[src/rtl/uart_dev_pkg.sv]
// rtl/uart_dev_pkg.sv - register map, bit positions and FSM encoding for uart_tx_dev
package uart_dev_pkg;

   localparam logic [1:0] REG_DATA   = 2'd0;
   localparam logic [1:0] REG_STATUS = 2'd1;
   localparam logic [1:0] REG_CTRL   = 2'd2;
   localparam logic [1:0] REG_DIV    = 2'd3;

   localparam int ST_EMPTY_BIT = 0;
   localparam int ST_FULL_BIT  = 1;
   localparam int ST_BUSY_BIT  = 2;
   localparam int ST_OVF_BIT   = 3;
   localparam int ST_IRQ_BIT   = 4;

   localparam int CTRL_TXEN_BIT = 0;
   localparam int CTRL_IE_BIT   = 1;
   localparam int CTRL_PEN_BIT  = 2;

   localparam logic [2:0] S_IDLE   = 3'd0;
   localparam logic [2:0] S_START  = 3'd1;
   localparam logic [2:0] S_DATA   = 3'd2;
   localparam logic [2:0] S_PARITY = 3'd3;
   localparam logic [2:0] S_STOP   = 3'd4;

   typedef enum logic [2:0] {
      IDLE   = S_IDLE,
      START  = S_START,
      DATA   = S_DATA,
      PARITY = S_PARITY,
      STOP   = S_STOP
   } tx_state_t;

   // Divisors below 2 would make a zero-length bit; clamp them.
   function automatic logic [15:0] eff_div(input logic [15:0] d);
      return (d < 16'd2) ? 16'd2 : d;
   endfunction

endpackage

[src/rtl/uart_tx_dev_if.sv]
// rtl/uart_tx_dev_if.sv - device bus (Addr/WE/Din/Dout) between CPU bridge and uart_tx_dev
interface uart_tx_dev_if;
   logic [31:0] Addr;
   logic        WE;
   logic [31:0] Din;
   logic [31:0] Dout;

   modport master (output Addr, output WE, output Din, input Dout);
   modport slave  (input Addr, input WE, input Din, output Dout);
endinterface

[src/rtl/uart_tx_fifo.sv]
// rtl/uart_tx_fifo.sv - TX byte FIFO, power-of-two depth, wrapping pointers
module uart_tx_fifo #(
   parameter int DEPTH = 8,
   parameter int WIDTH = 8
) (
   input  logic                       clk,
   input  logic                       reset,
   input  logic                       push,
   input  logic [WIDTH-1:0]           push_data,
   input  logic                       pop,
   output logic [WIDTH-1:0]           pop_data,
   output logic                       full,
   output logic                       empty,
   output logic [$clog2(DEPTH):0]     count
);
   localparam int AW = $clog2(DEPTH);
   localparam int CW = AW + 1;

   logic [WIDTH-1:0] mem [DEPTH];
   logic [AW-1:0]    wr_ptr;
   logic [AW-1:0]    rd_ptr;
   logic             do_push;
   logic             do_pop;

   assign empty    = (count == '0);
   assign full     = (count == CW'(DEPTH));
   assign do_pop   = pop && !empty;
   assign do_push  = push && (!full || do_pop);
   assign pop_data = mem[rd_ptr];

   always_ff @(posedge clk) begin
      if (do_push)
         mem[wr_ptr] <= push_data;
   end

   always_ff @(posedge clk or negedge reset) begin
      if (!reset) begin
         wr_ptr <= '0;
         rd_ptr <= '0;
         count  <= '0;
      end else begin
         if (do_push)
            wr_ptr <= wr_ptr + 1'b1;
         if (do_pop)
            rd_ptr <= rd_ptr + 1'b1;
         case ({do_push, do_pop})
            2'b10:   count <= count + 1'b1;
            2'b01:   count <= count - 1'b1;
            default: count <= count;
         endcase
      end
   end
endmodule

[src/rtl/uart_tx_dev.sv]
// rtl/uart_tx_dev.sv - bus-attached 8N1 UART transmitter with TX FIFO and drain IRQ
// Optional even parity bit when UART_TX_DEV_PARITY_EN is defined.
module uart_tx_dev
   import uart_dev_pkg::*;
#(
   parameter int          FIFO_DEPTH = 8,
   parameter logic [15:0] DIV_RESET  = 16'd434
) (
   input  logic          clk,
   input  logic          reset,
   uart_tx_dev_if.slave  bus,
   output logic          IRQ,
   output logic          txd
);
   localparam int CW = $clog2(FIFO_DEPTH) + 1;

   logic          txen;
   logic          ie;
   logic          pen;
   logic          ovf;
   logic          irq_q;
   logic [15:0]   div;

   tx_state_t     state;
   logic [15:0]   baud_cnt;
   logic [7:0]    shift;
   logic [2:0]    bit_idx;
   logic          par;

   logic          fifo_push;
   logic          fifo_pop;
   logic          fifo_full;
   logic          fifo_empty;
   logic [7:0]    fifo_dout;
   logic [CW-1:0] fifo_count;

   logic          busy;
   logic          bit_end;
   logic          data_wr;
   logic [15:0]   load_val;
   logic          unused_bits;

   assign busy      = (state != IDLE);
   assign bit_end   = (baud_cnt == 16'd0);
   assign load_val  = eff_div(div) - 16'd1;
   assign data_wr   = bus.WE && (bus.Addr[3:2] == REG_DATA);
   // A new frame may start from IDLE, or directly at the end of a stop bit.
   assign fifo_pop  = txen && !fifo_empty &&
                      ((state == IDLE) || ((state == STOP) && bit_end));
   assign fifo_push = data_wr && (!fifo_full || fifo_pop);
   assign IRQ       = irq_q;
   assign unused_bits = ^{bus.Addr[31:4], bus.Addr[1:0], bus.Din[31:16], fifo_count};

   uart_tx_fifo #(.DEPTH(FIFO_DEPTH), .WIDTH(8)) u_fifo (
      .clk       (clk),
      .reset     (reset),
      .push      (fifo_push),
      .push_data (bus.Din[7:0]),
      .pop       (fifo_pop),
      .pop_data  (fifo_dout),
      .full      (fifo_full),
      .empty     (fifo_empty),
      .count     (fifo_count)
   );

   always_ff @(posedge clk or negedge reset) begin
      if (!reset) begin
         txen  <= 1'b0;
         ie    <= 1'b0;
         div   <= DIV_RESET;
         ovf   <= 1'b0;
         irq_q <= 1'b0;
      end else begin
         if (bus.WE) begin
            case (bus.Addr[3:2])
               REG_STATUS: ovf <= 1'b0;
               REG_CTRL: begin
                  txen <= bus.Din[CTRL_TXEN_BIT];
                  ie   <= bus.Din[CTRL_IE_BIT];
               end
               REG_DIV:  div <= bus.Din[15:0];
               default:  ;
            endcase
         end
         if (data_wr && fifo_full && !fifo_pop)
            ovf <= 1'b1;
         irq_q <= ie && fifo_empty && !busy;
      end
   end

`ifdef UART_TX_DEV_PARITY_EN
   always_ff @(posedge clk or negedge reset) begin
      if (!reset)
         pen <= 1'b0;
      else if (bus.WE && (bus.Addr[3:2] == REG_CTRL))
         pen <= bus.Din[CTRL_PEN_BIT];
   end
`else
   assign pen = 1'b0;
`endif

   always_ff @(posedge clk or negedge reset) begin
      if (!reset) begin
         state    <= IDLE;
         txd      <= 1'b1;
         baud_cnt <= 16'd0;
         shift    <= 8'd0;
         bit_idx  <= 3'd0;
         par      <= 1'b0;
      end else begin
         case (state)
            IDLE: begin
               txd <= 1'b1;
               if (fifo_pop) begin
                  shift    <= fifo_dout;
                  par      <= ^fifo_dout;
                  baud_cnt <= load_val;
                  txd      <= 1'b0;
                  state    <= START;
               end
            end
            START: begin
               if (bit_end) begin
                  txd      <= shift[0];
                  shift    <= shift >> 1;
                  bit_idx  <= 3'd0;
                  baud_cnt <= load_val;
                  state    <= DATA;
               end else begin
                  baud_cnt <= baud_cnt - 16'd1;
               end
            end
            DATA: begin
               if (bit_end) begin
                  baud_cnt <= load_val;
                  if (bit_idx == 3'd7) begin
                     if (pen) begin
                        txd   <= par;
                        state <= PARITY;
                     end else begin
                        txd   <= 1'b1;
                        state <= STOP;
                     end
                  end else begin
                     txd     <= shift[0];
                     shift   <= shift >> 1;
                     bit_idx <= bit_idx + 3'd1;
                  end
               end else begin
                  baud_cnt <= baud_cnt - 16'd1;
               end
            end
            PARITY: begin
               if (bit_end) begin
                  txd      <= 1'b1;
                  baud_cnt <= load_val;
                  state    <= STOP;
               end else begin
                  baud_cnt <= baud_cnt - 16'd1;
               end
            end
            STOP: begin
               if (bit_end) begin
                  if (fifo_pop) begin
                     shift    <= fifo_dout;
                     par      <= ^fifo_dout;
                     baud_cnt <= load_val;
                     txd      <= 1'b0;
                     state    <= START;
                  end else begin
                     txd   <= 1'b1;
                     state <= IDLE;
                  end
               end else begin
                  baud_cnt <= baud_cnt - 16'd1;
               end
            end
            default: begin
               txd   <= 1'b1;
               state <= IDLE;
            end
         endcase
      end
   end

   always_comb begin
      bus.Dout = 32'd0;
      case (bus.Addr[3:2])
         REG_STATUS: bus.Dout[4:0]  = {irq_q, ovf, busy, fifo_full, fifo_empty};
         REG_CTRL:   bus.Dout[2:0]  = {pen, ie, txen};
         REG_DIV:    bus.Dout[15:0] = div;
         default:    bus.Dout       = 32'd0;
      endcase
   end
endmodule

[src/flat_wrapper.sv]
// flat-port wrapper written by rule: the top's interface ports become plain ports
module uart_tx_dev_flat import uart_dev_pkg::*;
#(
   parameter int          FIFO_DEPTH = 8,
   parameter logic [15:0] DIV_RESET  = 16'd434
)
  (clk, reset, IRQ, txd, bus_Addr, bus_WE, bus_Din, bus_Dout);
  uart_tx_dev_if bus_i ();
  input  logic clk;
  input  logic reset;
  output logic IRQ;
  output logic txd;
  input wire logic [$bits(bus_i.Addr)-1:0] bus_Addr;
  input wire logic [$bits(bus_i.WE)-1:0] bus_WE;
  input wire logic [$bits(bus_i.Din)-1:0] bus_Din;
  output wire logic [$bits(bus_i.Dout)-1:0] bus_Dout;
  assign bus_i.Addr = bus_Addr;
  assign bus_i.WE = bus_WE;
  assign bus_i.Din = bus_Din;
  assign bus_Dout = bus_i.Dout;
  uart_tx_dev #(.FIFO_DEPTH(FIFO_DEPTH), .DIV_RESET(DIV_RESET)) u_core (.clk(clk), .reset(reset), .bus(bus_i), .IRQ(IRQ), .txd(txd));
endmodule
[config.mk]
export PLATFORM = sky130hd
export DESIGN_NAME = uart_tx_dev_flat
export DESIGN_NICKNAME = d
export VERILOG_FILES = /design/src/rtl/uart_dev_pkg.sv /design/src/rtl/uart_tx_dev_if.sv /design/src/rtl/uart_tx_fifo.sv /design/src/rtl/uart_tx_dev.sv /design/src/flat_wrapper.sv
export SDC_FILE = /design/constraint.sdc
export NUM_CORES = 1
export LEC_CHECK = 0
export CORE_ASPECT_RATIO = 1.4
export CORE_UTILIZATION = 55
export DETAILED_ROUTE_END_ITERATION = 16
export GPL_TIMING_DRIVEN = 0
export PLACE_DENSITY = 0.87
export SYNTH_ARGS = -nofsm -noshare
export SYNTH_HDL_FRONTEND = slang
export SYNTH_HIERARCHICAL = 1
export SYNTH_SLANG_ARGS = --single-unit
[constraint.sdc]
create_clock -name clk -period 3.7 [get_ports clk]
set_input_delay 0.37 -clock clk [delete_from_list [all_inputs] [get_ports clk]]
set_output_delay 0.37 -clock clk [all_outputs]
set_load 0.005 [all_outputs]
; Yosys cells after proc, flatten, opt, wreduce, memory -nomap -nowiden
; Memories as Yosys holds them, arrays and structs flattened.
; Index checks and enable logic that the tools add are counted.
; Widths: inputs -> output; s select.
[word_totals]
register_bits = 61
ramBits = 64
in_bits = 67
out_inout_bits = 34
wordCells = 116
n_memories = 1
[memory_table]
columns = memory, depth, word_bits, read_ports, rd_clocked_by_memory_dff, wr, line
row1 = u_core.u_fifo.mem, 8, 8, 1, 0, 1, uart_tx_fifo.sv:19  ; logic [WIDTH-1:0] mem [DEPTH];
[op_classes]
add_sub_neg = 7
order_cmp = 1
eq_ne = 18
muxes = 39
n_reduce_logical = 37
[ops]
columns = cell, n
row1 = $mux 16, 4
row2 = $pmux 16 s3, 1
row3 = $mux 8, 5
row4 = $pmux 8 s4, 1
row5 = $sub 16x1->16 const B, 2
row6 = $mux 3, 9
row7 = $logic_not 16->1, 1
row8 = $lt 16x2->1 const B, 1
row9 = $pmux 3 s5, 1
row10 = $mux 1, 12
row11 = $ne 2x1->1 const B, 6
row12 = $logic_and 1x1->1, 11
row13 = $mux 11, 1
row14 = $add 3x1->3 const B, 3
row15 = $pmux 3 s3, 1
row16 = $pmux 4 s2, 1
row17 = $reduce_and 4->1, 2
row18 = $reduce_bool 2->1, 4
row19 = $eq 2x2->1 const B, 3
row20 = $eq 3x2->1 const B, 2
row21 = $eq 3x3->1 const B, 2
row22 = $pmux 3 s2, 1
row23 = $reduce_and 2->1, 3
row24 = $reduce_and 6->1, 1
row25 = other kinds (17), 24

; Logic depth before layout (Yosys ltp)
; Gate-level depths: netlist of the first run.
[logic_depth]
depth_word = 9
ltp_mapped = 16
depth_no_buf = 14

; Cells and area by module
; The synthesis of the first run kept the hierarchy.
[by_module_without_submodules]
columns = module, n_inst, cells_per_inst, area_per_inst_um2, seq_area_each_um2
row1 = uart_tx_dev, 1, 428, 3749.8, 1283.7
row2 = uart_tx_fifo, 1, 165, 3160.5, 2172.1

; Least setup slack after synthesis of the first run
; OpenSTA, ideal clock, no wires.
[synth_path]
path_kind = flip-flop to flip-flop
start = reg u_core.baud_cnt[0]
end = reg u_core.u_fifo.count[3]
setup_ns = 0.129
arrival_time_ns = 3.169
required_time_ns = 3.571
setup_slack_ns = 0.402
stages_incl_launch_ff = 16
path_buffers = 1
period_less_slack_ns = 3.298
cell_sequence = dfrtp_1 -> inv_1 -> ha_1 -> nor3b_4 -> and4_1 -> o21ai_2 -> a2111oi_0 -> buf_2 -> inv_1 -> nand2b_1 -> inv_1 -> ha_1 -> a21o_1 -> a21oi_1 -> mux2i_1 -> o22ai_1
[synth_via]
elab_chain_len = 9
elab_cells_between_ends = 13
cone_classes = eq/ne (2) / mux (1) / reduce/logical (10)
[synth_rtl]
columns = item, line
row1 = from (decl), uart_tx_dev.sv:25  ; logic [15:0] baud_cnt;
row2 = from (signal assigned), uart_tx_dev.sv:117  ; baud_cnt <= load_val;
row3 = from (signal assigned), uart_tx_dev.sv:127  ; baud_cnt <= load_val;
row4 = from (signal assigned), uart_tx_dev.sv:130  ; baud_cnt <= baud_cnt - 16'd1;
row5 = $logic_not 16->1 (*), uart_tx_dev.sv:44  ; assign bit_end = (baud_cnt == 16'd0);
row6 = $logic_and 1x1->1 (*), uart_tx_dev.sv:49  ; ((state == IDLE) || ((state == STOP) && bit_end));
row7 = $logic_or 1x1->1 (*), uart_tx_dev.sv:49
row8 = $logic_and 1x1->1 (*), uart_tx_dev.sv:48  ; assign fifo_pop = txen && !fifo_empty &&
row9 = $logic_or 1x1->1 (*), uart_tx_dev.sv:50  ; assign fifo_push = data_wr && (!fifo_full || fifo_pop);
row10 = $logic_and 1x1->1 (*), uart_tx_dev.sv:50
row11 = net u_core.fifo_push, uart_tx_dev.sv:30  ; logic fifo_push;
row12 = $logic_and 1x1->1 (*), uart_tx_fifo.sv:28  ; assign do_push = push && (!full || do_pop);
row13 = $eq 2x1->1 or $eq 2x2->1 (tied branches), uart_tx_fifo.sv:46  ; case ({do_push, do_pop})
row14 = $pmux 4 s2 or $reduce_bool 2->1 (tied branches), n/a
row15 = to (signal assigned), uart_tx_fifo.sv:47  ; 2'b10: count <= count + 1'b1;
row16 = to (signal assigned), uart_tx_fifo.sv:48  ; 2'b01: count <= count - 1'b1;
row17 = to (signal assigned), uart_tx_fifo.sv:49  ; default: count <= count;
row18 = to (decl), uart_tx_fifo.sv:14  ; output logic [$clog2(DEPTH):0] count
; The timed path passes the listed nets; every way through them passes the cells marked *.
; A chain may end at the register's enable or synchronous reset.

; Final worst setup path of the first run
; Same ends and word-level chain as after synthesis.

==> summary.md, run 1 <==
| Metric | Value |
|---|---|
| Die height | `135 um` |
| Placed cell areas | `7550 sq um` |
| Top_reg_cell synth | `edfxtp_1` |
| Final ANT Viol Nets | `0` |
| Required time worst endpoint | `4.00 ns` |
| Via Count | `5394` |
| P per Cell Area | `711 nW/um^2` |
| Core area | `12300 sq um` |
| Status | `finished clean` |
| Max-slew headroom | `45.0%` |
| Reg2Reg Depth | `15` |
| Gr usage total | `28.4%` |
| Overflow after GRT | `0` |
| Peak supply drop | `391 uV` |
| Vias per cell | `6.46` |
| Wire length per cell | `21.9 um` |
| R2r setup slk | `0.05 ns` |
| Root Driver | `clkbuf_16` |
| Register area share after synthesis | `50.0%` |
| Synth cell types | `73` |
| Hold path depth | `1` |
| Hold_sp | `u_core/shift[5]` |
| EDFF count, synth | `64` |
| H-tree depth | `4` |
| Setup crit start | `u_core/baud_cnt[0]` |
| Tmin final | `3.65 ns` |
| Xor/xnor share of the synthesized area | `2.41%` |
| Cells after Synth | `593` |
| Mux share of post-synthesis cell area | `14.6%` |
| P&R area growth vs syn | `19.7%` |
| Clk Latency, worst-skew pair | `0.43 ns` |
| Die width | `96.7 um` |
| FF-to-FF Start | `u_core/baud_cnt[0]` |
| Worst Path Max Fanout | `8` |
| Drt total wl | `18300 um` |
| Final Cycle Share | `98.6%` |
| Critical path type | `reg2reg` |
| Adder-Cell Fraction of Synth Area | `2.21%` |
| Maxcap violations | `0` |
| Antenna diodes | `0` |
| Clock slew at reported path FFs | `0.06 ns` |
| Port Buffers | `38` |
| Mapped Avg Cell Area | `11.7 sq um` |
| Initial Util | `56.1%` |
| Setup Viol. Count Final | `0` |
| Largest net degree at the start of global routing | `40` |
| First-pass GRT wire length | `28300 um` |
| Most frequent cells in the layout | `edfxtp_1 (64), dfrtp_1 (55), nand2_1 (47)` |
| Fin worst setup slack | `0.0507 ns` |
| Fin Clk Skew | `0.0167 ns` |
| Synthesized flop and latch total | `125` |
| Worst Hold Path EP | `u_core/shift[5]` |
| DRT Pass-1 Iters | `5` |
| CTS buffer count | `17` |
| Slew Limit Fails | `0` |
| Synth warnings | `6` |
| Placer Congestion | `1.03` |
| Hold crit path type | `reg2reg` |
| Startpoint Class | `flip-flop` |
| Final hold vios | `0` |
| DIE AREA | `13000 sq um` |
| Final nets | `749` |
| CTS tree | `yes` |
| Commonest non-fill, non-tap cell in the layout | `edfxtp_1` |
| IO Count | `101` |
| Design area | `8270 sq um` |
| CTS Sinks | `125` |
| Vias in the first global route | `5421` |
| Post-detail-place hpwl | `12500 um` |
| Synth Area in Simple Gates | `15.6%` |
| Clk buf depth | `2` |
| FILL cells | `846` |
| Worst-margin pin slew | `0.825 ns` |
| Ys async rst share | `48.8%` |
| Post-synthesis compound-gate area fraction | `10.6%` |
| Fmax | `0.274 GHz` |
| Main combinational cell family by area after synthesis | `simple AND/OR/NAND/NOR gates` |
| DP Worst Slack | `-0.396 ns` |
| Worst setup EP type | `flip-flop` |
| Worst Path Arrival | `3.95 ns` |
| Fraction of layout cells with a size suffix above 1 | `20.3%` |
| Mapped Area | `6910 sq um` |
| FP Rows | `48` |
| Leak | `3.26 nW` |
| Critical R2R Capture | `u_core/u_fifo/count[3]` |
| Drt initial violations | `474` |
| DRC Markers | `0` |
| Initial antenna violation count | `0` |
[stage by stage]
stage | setup TNS [ns] | utilization [%] | hold slack, ns | instances | power, mW
after floorplan | 0 | - | 0.0744 | 608 | 3.45
after global placement | -4.30 | 61.2 | 0.472 | 796 | 3.91
after detailed placement | -6.08 | 61.3 | 0.411 | 797 | 4.03
after CTS | 0 | 66.8 | 0.498 | 831 | 5.82
after global routing | -0.125 | 67.2 | 0.529 | 835 | 6.14
final | 0 | 67.2 | 0.504 | 835 | 5.89
[sequential cells by signal, summed over array words and instances (netlist names), 3 cells and up]
register	flops
u_core/state	3
u_core/u_fifo/wr_ptr	3
u_core/u_fifo/mem	64
u_core/baud_cnt	16
u_core/u_fifo/rd_ptr	3
u_core/div	16
u_core/u_fifo/count	4
u_core/shift	8
u_core/bit_idx	3
[layer usage]
metal | track usage, % | share of wire [%] | up-vias
met5 | 0 | 0 | -
met4 | 16.1 | 5.1 | 0
met3 | 4.24 | 5.5 | 89
met2 | 50.8 | 52 | 300
met1 | 32.6 | 37 | 2639
li1 | - | - | 2366
[critical path: stages (launching register included)]
cell,delay [ns]
dfrtp_1,0.43
inv_1,0.12
ha_1,0.23
nor3b_4,0.27
and4_2,0.30
o21ai_2,0.18
a2111oi_2,0.42
buf_4,0.23
inv_1,0.08
nand2b_1,0.13
inv_1,0.08
ha_1,0.28
a21o_1,0.23
a21oi_4,0.21
mux2i_1,0.23
o22ai_1,0.10
[what timing repair did]
item	CTS	global route
resized for setup	8	8
hold endpoints to repair	20	0
pin swaps	0	0
setup endpoints to repair	49	44
cloned	0	0
setup buffers	1	4
hold buffers	1	0
[synth_stat cells (3+ instances only)]
cell      count  area (sq um)
edfxtp_1     64          1920
dfrtp_1      55          1380
nand2_1      47           176
mux2_2       44           495
nor2_1       43           161
o21ai_0      29           145
a21oi_1      23           115
nand3_1      19          95.1
buf_4        16           120
clkbuf_1     16          60.1
mux4_1       16           420
nor3_1       16          80.1
nand2b_1     15          93.8
and3_1       14          87.6
inv_1        13          48.8
nor2b_1      10          62.6
xor2_1       10          87.6
ha_1          9           113
nor4_1        9          56.3
xnor2_1       9          78.8
mux2i_1       8          80.1
or3_1         8          50.1
o211ai_1      7          52.6
a211oi_1      6          45.0
dfstp_2       6           158
a22o_1        5          43.8
buf_2         5          25.0
buf_1         4          15.0
nand4_1       4          25.0
a31oi_1       3          18.8
o21a_1        3          22.5
or2_2         3          18.8
[kinds of logic (layout without fill, tap and decap cells)]
| family | count (synthesis) | count (layout) |
|---|---|---|
| adders and majority gates | 12 | 12 |
| other | 1 | 16 |
| and+or+nand+nor | 203 | 203 |
| AOI/OAI and AO/OA | 106 | 106 |
| DFF | 125 | 125 |
| xor gates and xnor gates | 19 | 19 |
| muxes | 69 | 69 |
| buffers and inverters | 58 | 135 |
[where the power goes]
| part | switching, mW | leakage, nW | internal [mW] | total [mW] |
|---|---|---|---|---|
| clock | 0.686 | 0.299 | 1.04 | 1.72 |
| sequential | 0.303 | 1.31 | 1.74 | 2.05 |
| combinational | 1.14 | 1.65 | 0.980 | 2.12 |
[worst max path at each step]
| stage | cells past startpoint | slack [ns] | end |
|---|---|---|---|
| global placement | 10 | -0.28 | u_core/u_fifo/mem[0][6] |
| detailed placement | 10 | -0.40 | u_core/u_fifo/mem[0][4] |
| floorplan | 15 | 0.40 | u_core/u_fifo/count[3] |
| global route | 15 | -0.04 | u_core/u_fifo/count[3] |
| CTS | 10 | 0.03 | u_core/u_fifo/mem[4][3] |
| finish | 15 | 0.05 | u_core/u_fifo/count[3] |
[area by class of cell]
class                   count  area, sq um  area share, %
plain buffers              44          265           3.21
repair buffers             45          443           5.35
multi-input cells         425         3260           39.4
clock buffers              18          439           5.31
inverters                  14         55.1          0.665
flip-flops and latches    125         3460           41.8
well taps                 150          188           2.27
clock inverters            14          171           2.07
No activity file was read; power rests on OpenSTA's default activity.
==> run 2: changes to the inputs <==
- CORE_ASPECT_RATIO: 1.4 -> not set
==> summary.md, run 2 (synthesis results as in run 1) <==
| Metric | Value |
|---|---|
| Fin Clk Skew | `0.00830 ns (-0.00844 ns)` |
| Maxcap violations | `0 (unchanged)` |
| Vias in the first global route | `5286 (-2.5%)` |
| CTS tree | `yes` |
| FP Rows | `40 (-17%)` |
| Initial Util | `57.1% (+0.93 points)` |
| Root Driver | `clkbuf_16` |
| Wire length per cell | `20.6 um (-6.1%)` |
| Final Cycle Share | `94.7% (-3.9 points)` |
| Final ANT Viol Nets | `0 (unchanged)` |
| CP top delay family | `simple AND/OR/NAND/NOR gates` |
| Commonest non-fill, non-tap cell in the layout | `edfxtp_1` |
| Worst setup EP type | `flip-flop` |
| Antenna diodes | `0 (unchanged)` |
| Setup crit start | `u_core/u_fifo/count[2]` |
| Initial antenna violation count | `0 (unchanged)` |
| Placer Congestion | `0.963 (-6.1%)` |
| Drt total wl | `17500 um (-4.5%)` |
| Startpoint Class | `flip-flop` |
| CTS buffer count | `17 (unchanged)` |
| Largest net degree at the start of global routing | `62 (+55%)` |
| Max reg flops | `64 (unchanged)` |
| Fraction of layout cells with a size suffix above 1 | `19.7% (-0.62 points)` |
| Fmax | `0.285 GHz (+4.1%)` |
| Biggest register | `u_core/u_fifo/mem` |
| Final hold vios | `0 (unchanged)` |
| IO Count | `101 (unchanged)` |
| DIE AREA | `13000 sq um (about the same)` |
| Drt initial violations | `465 (-1.9%)` |
| Vias per cell | `6.18 (-4.3%)` |
| Final nets | `745 (-0.53%)` |
| Max-slew headroom | `41.2% (-3.8 points)` |
| Worst-margin pin slew | `0.878 ns (+0.0531 ns)` |
| Critical path type | `reg2reg` |
| RSZ-0062 raised after global routing | `false` |
| First-pass GRT wire length | `27800 um (-1.8%)` |
| Leak | `3.22 nW (-1.1%)` |
| Required time worst endpoint | `3.99 ns (about the same)` |
| P&R area growth vs syn | `18.9%` |
| Gr usage total | `28.7% (+0.24 points)` |
| CTS Sinks | `125 (unchanged)` |
| FILL cells | `845 (-0.12%)` |
| FF-to-FF Start | `u_core/u_fifo/count[2]` |
| Overflow after GRT | `0 (unchanged)` |
| Peak supply drop | `502 uV (+29%)` |
| Final Util | `67.8% (+0.64 points)` |
| Die width | `114 um (+18%)` |
| Most frequent cells in the layout | `edfxtp_1 (64), dfrtp_1 (55), nand2_1 (47)` |
| Hold crit path type | `in2async` |
| Clk Latency, worst-skew pair | `0.42 ns (about the same)` |
| Crit path largest cell delay | `0.41 ns (-0.02 ns)` |
| Clk buf depth | `2 (unchanged)` |
| Largest regs | `u_core/u_fifo/mem x64, u_core/baud_cnt x16, u_core/div x16` |
| Worst Path Max Fanout | `10 (+2)` |
| Core area | `12100 sq um (-1.6%)` |
| Hold slack | `0.0596 ns (-0.444 ns)` |
| Status | `finished clean` |
| Worst Path Arrival | `3.80 ns (-0.15 ns)` |
| Clock slew at reported path FFs | `0.06 ns (about the same)` |
| DRC Markers | `0 (unchanged)` |
| DP Worst Slack | `-0.443 ns (-0.0473 ns)` |
| Via Count | `5251 (-2.7%)` |
| Setup Viol. Count Final | `0 (unchanged)` |
| H-tree depth | `4 (unchanged)` |
| Final Non-Filler Cells | `849 (+1.7%)` |
| Inst Count DP | `814 (+2.1%)` |
| DRT Pass-1 Iters | `5 (unchanged)` |
| Fin worst setup slack | `0.195 ns (+0.144 ns)` |
| Buf+Inv Stages, Crit Path | `3 (-1)` |
| Crit-path cells | `or3_1, buf_6, nor2_2, nand2b_4, nor2_4, o21ai_2, inv_4, o21ai_2, nand2b_1, inv_1, ha_1, a21o_1, a21oi_2, mux2i_1, o22ai_1` |
| Die height | `114 um (-15%)` |
| Placed cell areas | `7550 sq um (about the same)` |
| Crit path max-delay cell type | `dfrtp_1` |
| Post-detail-place hpwl | `11800 um (-5.7%)` |
| Cell mode on critical path | `o21ai_2` |
| Design area | `8220 sq um (-0.70%)` |
| Port Buffers | `38 (unchanged)` |
| Slew Limit Fails | `0 (unchanged)` |
| Tmin final | `3.51 ns (-0.144 ns)` |
| P per Cell Area | `697 nW/um^2 (-2.0%)` |
==> run 2: changes by cell type in the layout (fill, tap and decap cells not counted), sizes merged <==
| cell | before | now |
|---|---|---|
| clkbuf | 34 | 33 |
| buf | 35 | 32 |
| clkinv | 2 | 3 |
| inv | 23 | 25 |
| dlygate4sd3 | 1 | 0 |
| bufinv | 2 | 0 |
==> run 2: worst paths after layout <==
kind                                           end  slack, ns  cells past startpoint
min                                 u_core/div[14]       0.06                      1
max reg2reg                 u_core/u_fifo/count[3]       0.19                     15
max in group asynchronous  u_core/u_fifo/rd_ptr[2]       3.10                      1
min in group clk                 u_core/bit_idx[1]       0.49                      2
max                         u_core/u_fifo/count[3]       0.19                     15
min reg2reg                      u_core/bit_idx[1]       0.49                      2
==> run 2: timing repair <==
item / in CTS / in global routing
pin swaps: 0 / 0
hold buffers: 0 / 0
buffers inserted: 1 / 2
setup endpoints to repair: 65 / 65
gates resized for setup: 5 / 7
==> run 2: final cells by class <==
class	count	area (sq um)	area share, %
Clock inverter	15	165	2.01
Clock buffer	17	425	5.18
Inverter	14	55.1	0.670
Multi-Input combinational cell	425	3240	39.4
Buffer	44	265	3.23
Sequential cell	125	3460	42.1
Tap cell	168	210	2.56
Timing Repair Buffer	41	400	4.87
==> run 2: per-layer routing <==
metal | routed length [um] | up-vias | GRT usage, %
met2 | 8790 | 255 | 48.4
li1 | - | 2365 | -
met4 | 557 | 0 | 13.4
met5 | 0 | - | 0
met1 | 6850 | 2572 | 35.1
met3 | 1280 | 59 | 6.56
==> run 2: power by group <==
group	total, mW	switching [mW]	internal, mW
clock network	1.63	0.725	0.907
registers	2.04	0.299	1.74
logic	2.05	1.09	0.966
total	5.73	2.11	3.62
==> run 2: metrics by stage <==
step / setup TNS, ns / power [mW]
after floorplan: 0 / 3.45
after global placement: -4.10 / 3.88
after detailed placement: -8.19 / 4.00
after CTS: 0 / 5.69
after global routing: 0 / 6.02
final: 0 / 5.73
==> run 3: changes to the inputs <==
- CAP_MARGIN: not set -> 20
- GPL_TIMING_DRIVEN: 0 -> not set
- clock period: 3.7 -> 3.5 ns (I/O delays scaled with it)
==> summary.md, run 3 (synthesis results as in run 1) <==
| Metric | Value |
|---|---|
| Worst setup EP type | `flip-flop` |
| Core area | `12100 sq um (unchanged)` |
| Max reg flops | `64 (unchanged)` |
| Leak | `3.18 nW (-1.5%)` |
| Initial antenna violation count | `0 (unchanged)` |
| Setup Viol. Count Final | `6 (+6)` |
| Fraction of layout cells with a size suffix above 1 | `20.3% (+0.60 points)` |
| Placed cell areas | `7490 sq um (-0.84%)` |
| Multi-input logic area | `3240 sq um (+0.15%)` |
| Hold_buf cts | `0 (unchanged)` |
| Maxcap violations | `0 (unchanged)` |
| NetSw | `2.17 mW (+2.5%)` |
| FILL cells | `885 (+4.7%)` |
| Die width | `114 um (unchanged)` |
| Largest net degree at the start of global routing | `37 (-40%)` |
| DIE AREA | `13000 sq um (unchanged)` |
| Tmin final | `3.51 ns (+0.000521 ns)` |
| Hold crit path type | `in2async` |
| Worst Path Max Fanout | `8 (-2)` |
| Required time worst endpoint | `3.54 ns (-0.45 ns)` |
| Root Driver | `clkbuf_16` |
| Startpoint Class | `flip-flop` |
| Via Count | `5243 (-0.15%)` |
| Status | `finished, violations left` |
| Largest regs | `u_core/u_fifo/mem x64, u_core/baud_cnt x16, u_core/div x16` |
| DRC Markers | `0 (unchanged)` |
| Internal power | `3.91 mW (+8.1%)` |
| Die height | `114 um (unchanged)` |
| CTS tree | `yes` |
| Vias per cell | `6.32 (+2.3%)` |
| Sequential power share | `37.6% (+2.0 points)` |
| Gr usage total | `28.6% (-0.090 points)` |
| Clk Latency, worst-skew pair | `0.42 ns (about the same)` |
| Initial Util | `57.1% (unchanged)` |
| Worst-margin pin slew | `0.957 ns (+0.0787 ns)` |
| Vias in the first global route | `5221 (-1.2%)` |
| Fin Clk Skew | `0.00716 ns (-0.00114 ns)` |
| Clk buf depth | `2 (unchanged)` |
| Final ANT Viol Nets | `0 (unchanged)` |
| CTS Sinks | `125 (unchanged)` |
| Drt total wl | `17600 um (+0.46%)` |
| Final Cycle Share | `100% (+5.4 points)` |
| Placer Congestion | `0.921 (-4.3%)` |
| Max-slew headroom | `36.0% (-5.3 points)` |
| Wire length per cell | `21.2 um (+2.9%)` |
| P per Cell Area | `747 nW/um^2 (+7.2%)` |
| Critical path type | `reg2reg` |
| Post-detail-place hpwl | `11400 um (-3.1%)` |
| Failing checks | `setup timing` |
| H-tree depth | `4 (unchanged)` |
| Sw Ratio | `35.6% (-1.2 points)` |
| First-pass GRT wire length | `27600 um (-0.72%)` |
| Drt initial violations | `587 (+26%)` |
| Design area | `8130 sq um (-1.1%)` |
| DRT Pass-1 Iters | `6 (+1)` |
| IO Count | `101 (unchanged)` |
| Reg2Reg Depth | `12 (-3)` |
| Commonest non-fill, non-tap cell in the layout | `edfxtp_1` |
| Antenna diodes | `0 (unchanged)` |
| Final hold vios | `0 (unchanged)` |
| Register area | `3460 sq um (unchanged)` |
| Power share of the clock group | `28.9% (+0.4 points)` |
| Clock slew at reported path FFs | `0.06 ns (about the same)` |
| Worst Path Arrival | `3.55 ns (-0.25 ns)` |
| Combinational Power Share | `33.5% (-2.4 points)` |
| Tot Pwr | `6.07 mW (+6.0%)` |
| Slew Limit Fails | `0 (unchanged)` |
| Peak supply drop | `531 uV (+5.7%)` |
| Overflow after GRT | `0 (unchanged)` |
| Final nets | `725 (-2.7%)` |
| Biggest register | `u_core/u_fifo/mem` |
| CTS buffer count | `17 (unchanged)` |
| RSZ-0062 raised after global routing | `true` |
| Fmax | `0.285 GHz (about the same)` |
| Fin worst setup slack | `-0.00558 ns (-0.201 ns)` |
| Most frequent cells in the layout | `edfxtp_1 (64), dfrtp_1 (55), nand2_1 (47)` |
| P&R area growth vs syn | `17.6%` |
| FP Rows | `40 (unchanged)` |
| Port Buffers | `38 (unchanged)` |
-- run 3: changes by cell type in the layout (fill, tap and decap cells not counted), sizes merged --
| cell | previous run | this run |
|---|---|---|
| bufinv | 0 | 2 |
| inv | 25 | 20 |
| clkinv | 3 | 2 |
| clkbuf | 33 | 18 |
| clkinvlp | 1 | 4 |
| buf | 32 | 28 |
-- run 3: area by class of cell --
class	instances	share of cell area (%)
clock buffer	18	5.28
clock inverter	14	1.95
inverter	14	0.646
multi-input combinational	425	39.9
sequential	125	42.5
tap	168	2.59
timing repair buffer	65	7.11
-- run 3: timing repair --
action,in CTS,in global routing
pin swaps,0,1
buffers inserted,0,1
gates resized for setup,3,6
endpoints found under the setup margin,14,34
-- run 3: worst max-delay path: stages, from the launching register on --
cell and delay [ns]:
dfrtp_1 0.45, inv_1 0.14, ha_2 0.24, nor3b_4 0.22, and4_2 0.30, o21ai_4 0.09, buf_4 0.20, inv_2 0.07
buf_4 0.19, nand2b_1 0.14, o21a_1 0.20, nand2_1 0.13, nor2_1 0.76
-- run 3: per-stage QoR --
stage / utilization, % / std cells / hold WS, ns / setup slack [ns] / TNS [ns]
2_1_floorplan: - / 608 / 0.0544 / 0.202 / 0
3_3_place_gp: 61.8 / 796 / 0.474 / 0.200 / 0
3_5_place_dp: 61.8 / 796 / 0.493 / -0.0263 / -0.0263
4_1_cts: 66.9 / 828 / 0.0626 / 0.0235 / 0
5_1_grt: 67.1 / 829 / 0.104 / -0.120 / -1.84
6_report: 67.1 / 829 / 0.0427 / -0.00558 / -0.0111
-- run 3: path summary, 6_finish.rpt --
| kind | slack (ns) | from | endpoint |
|---|---|---|---|
| min in group clk | 0.51 | u_core/shift[7] | u_core/shift[7] |
| hold / removal | 0.04 | reset | u_core/baud_cnt[14] |
| setup / recovery | -0.006 | u_core/baud_cnt[0] | u_core/u_fifo/mem[3][4] |
| setup reg to reg | -0.006 | u_core/baud_cnt[0] | u_core/u_fifo/mem[3][4] |
| hold reg to reg | 0.51 | u_core/shift[7] | u_core/shift[7] |
| max in group asynchronous | 2.54 | reset | u_core/div[4] |
-- run 3: power groups by stage --
stage / combinational [mW] / clock, mW / sequential [mW]
floorplan: 1.57 / 0 / 2.07
global placement: 1.82 / 0 / 2.25
detailed placement: 1.92 / 0 / 2.29
CTS: 1.98 / 1.77 / 2.27
global route: 2.20 / 1.82 / 2.32
finish: 2.03 / 1.76 / 2.28
-- run 3: routing by layer --
| metal | part of all wire [%] | track usage, % | up-vias |
|---|---|---|---|
| met5 | 0 | 0 | - |
| met4 | 3.0 | 13.9 | 0 |
| met3 | 7.8 | 6.03 | 59 |
| met2 | 50 | 47.0 | 287 |
| met1 | 39 | 36.2 | 2581 |
| li1 | - | - | 2316 |
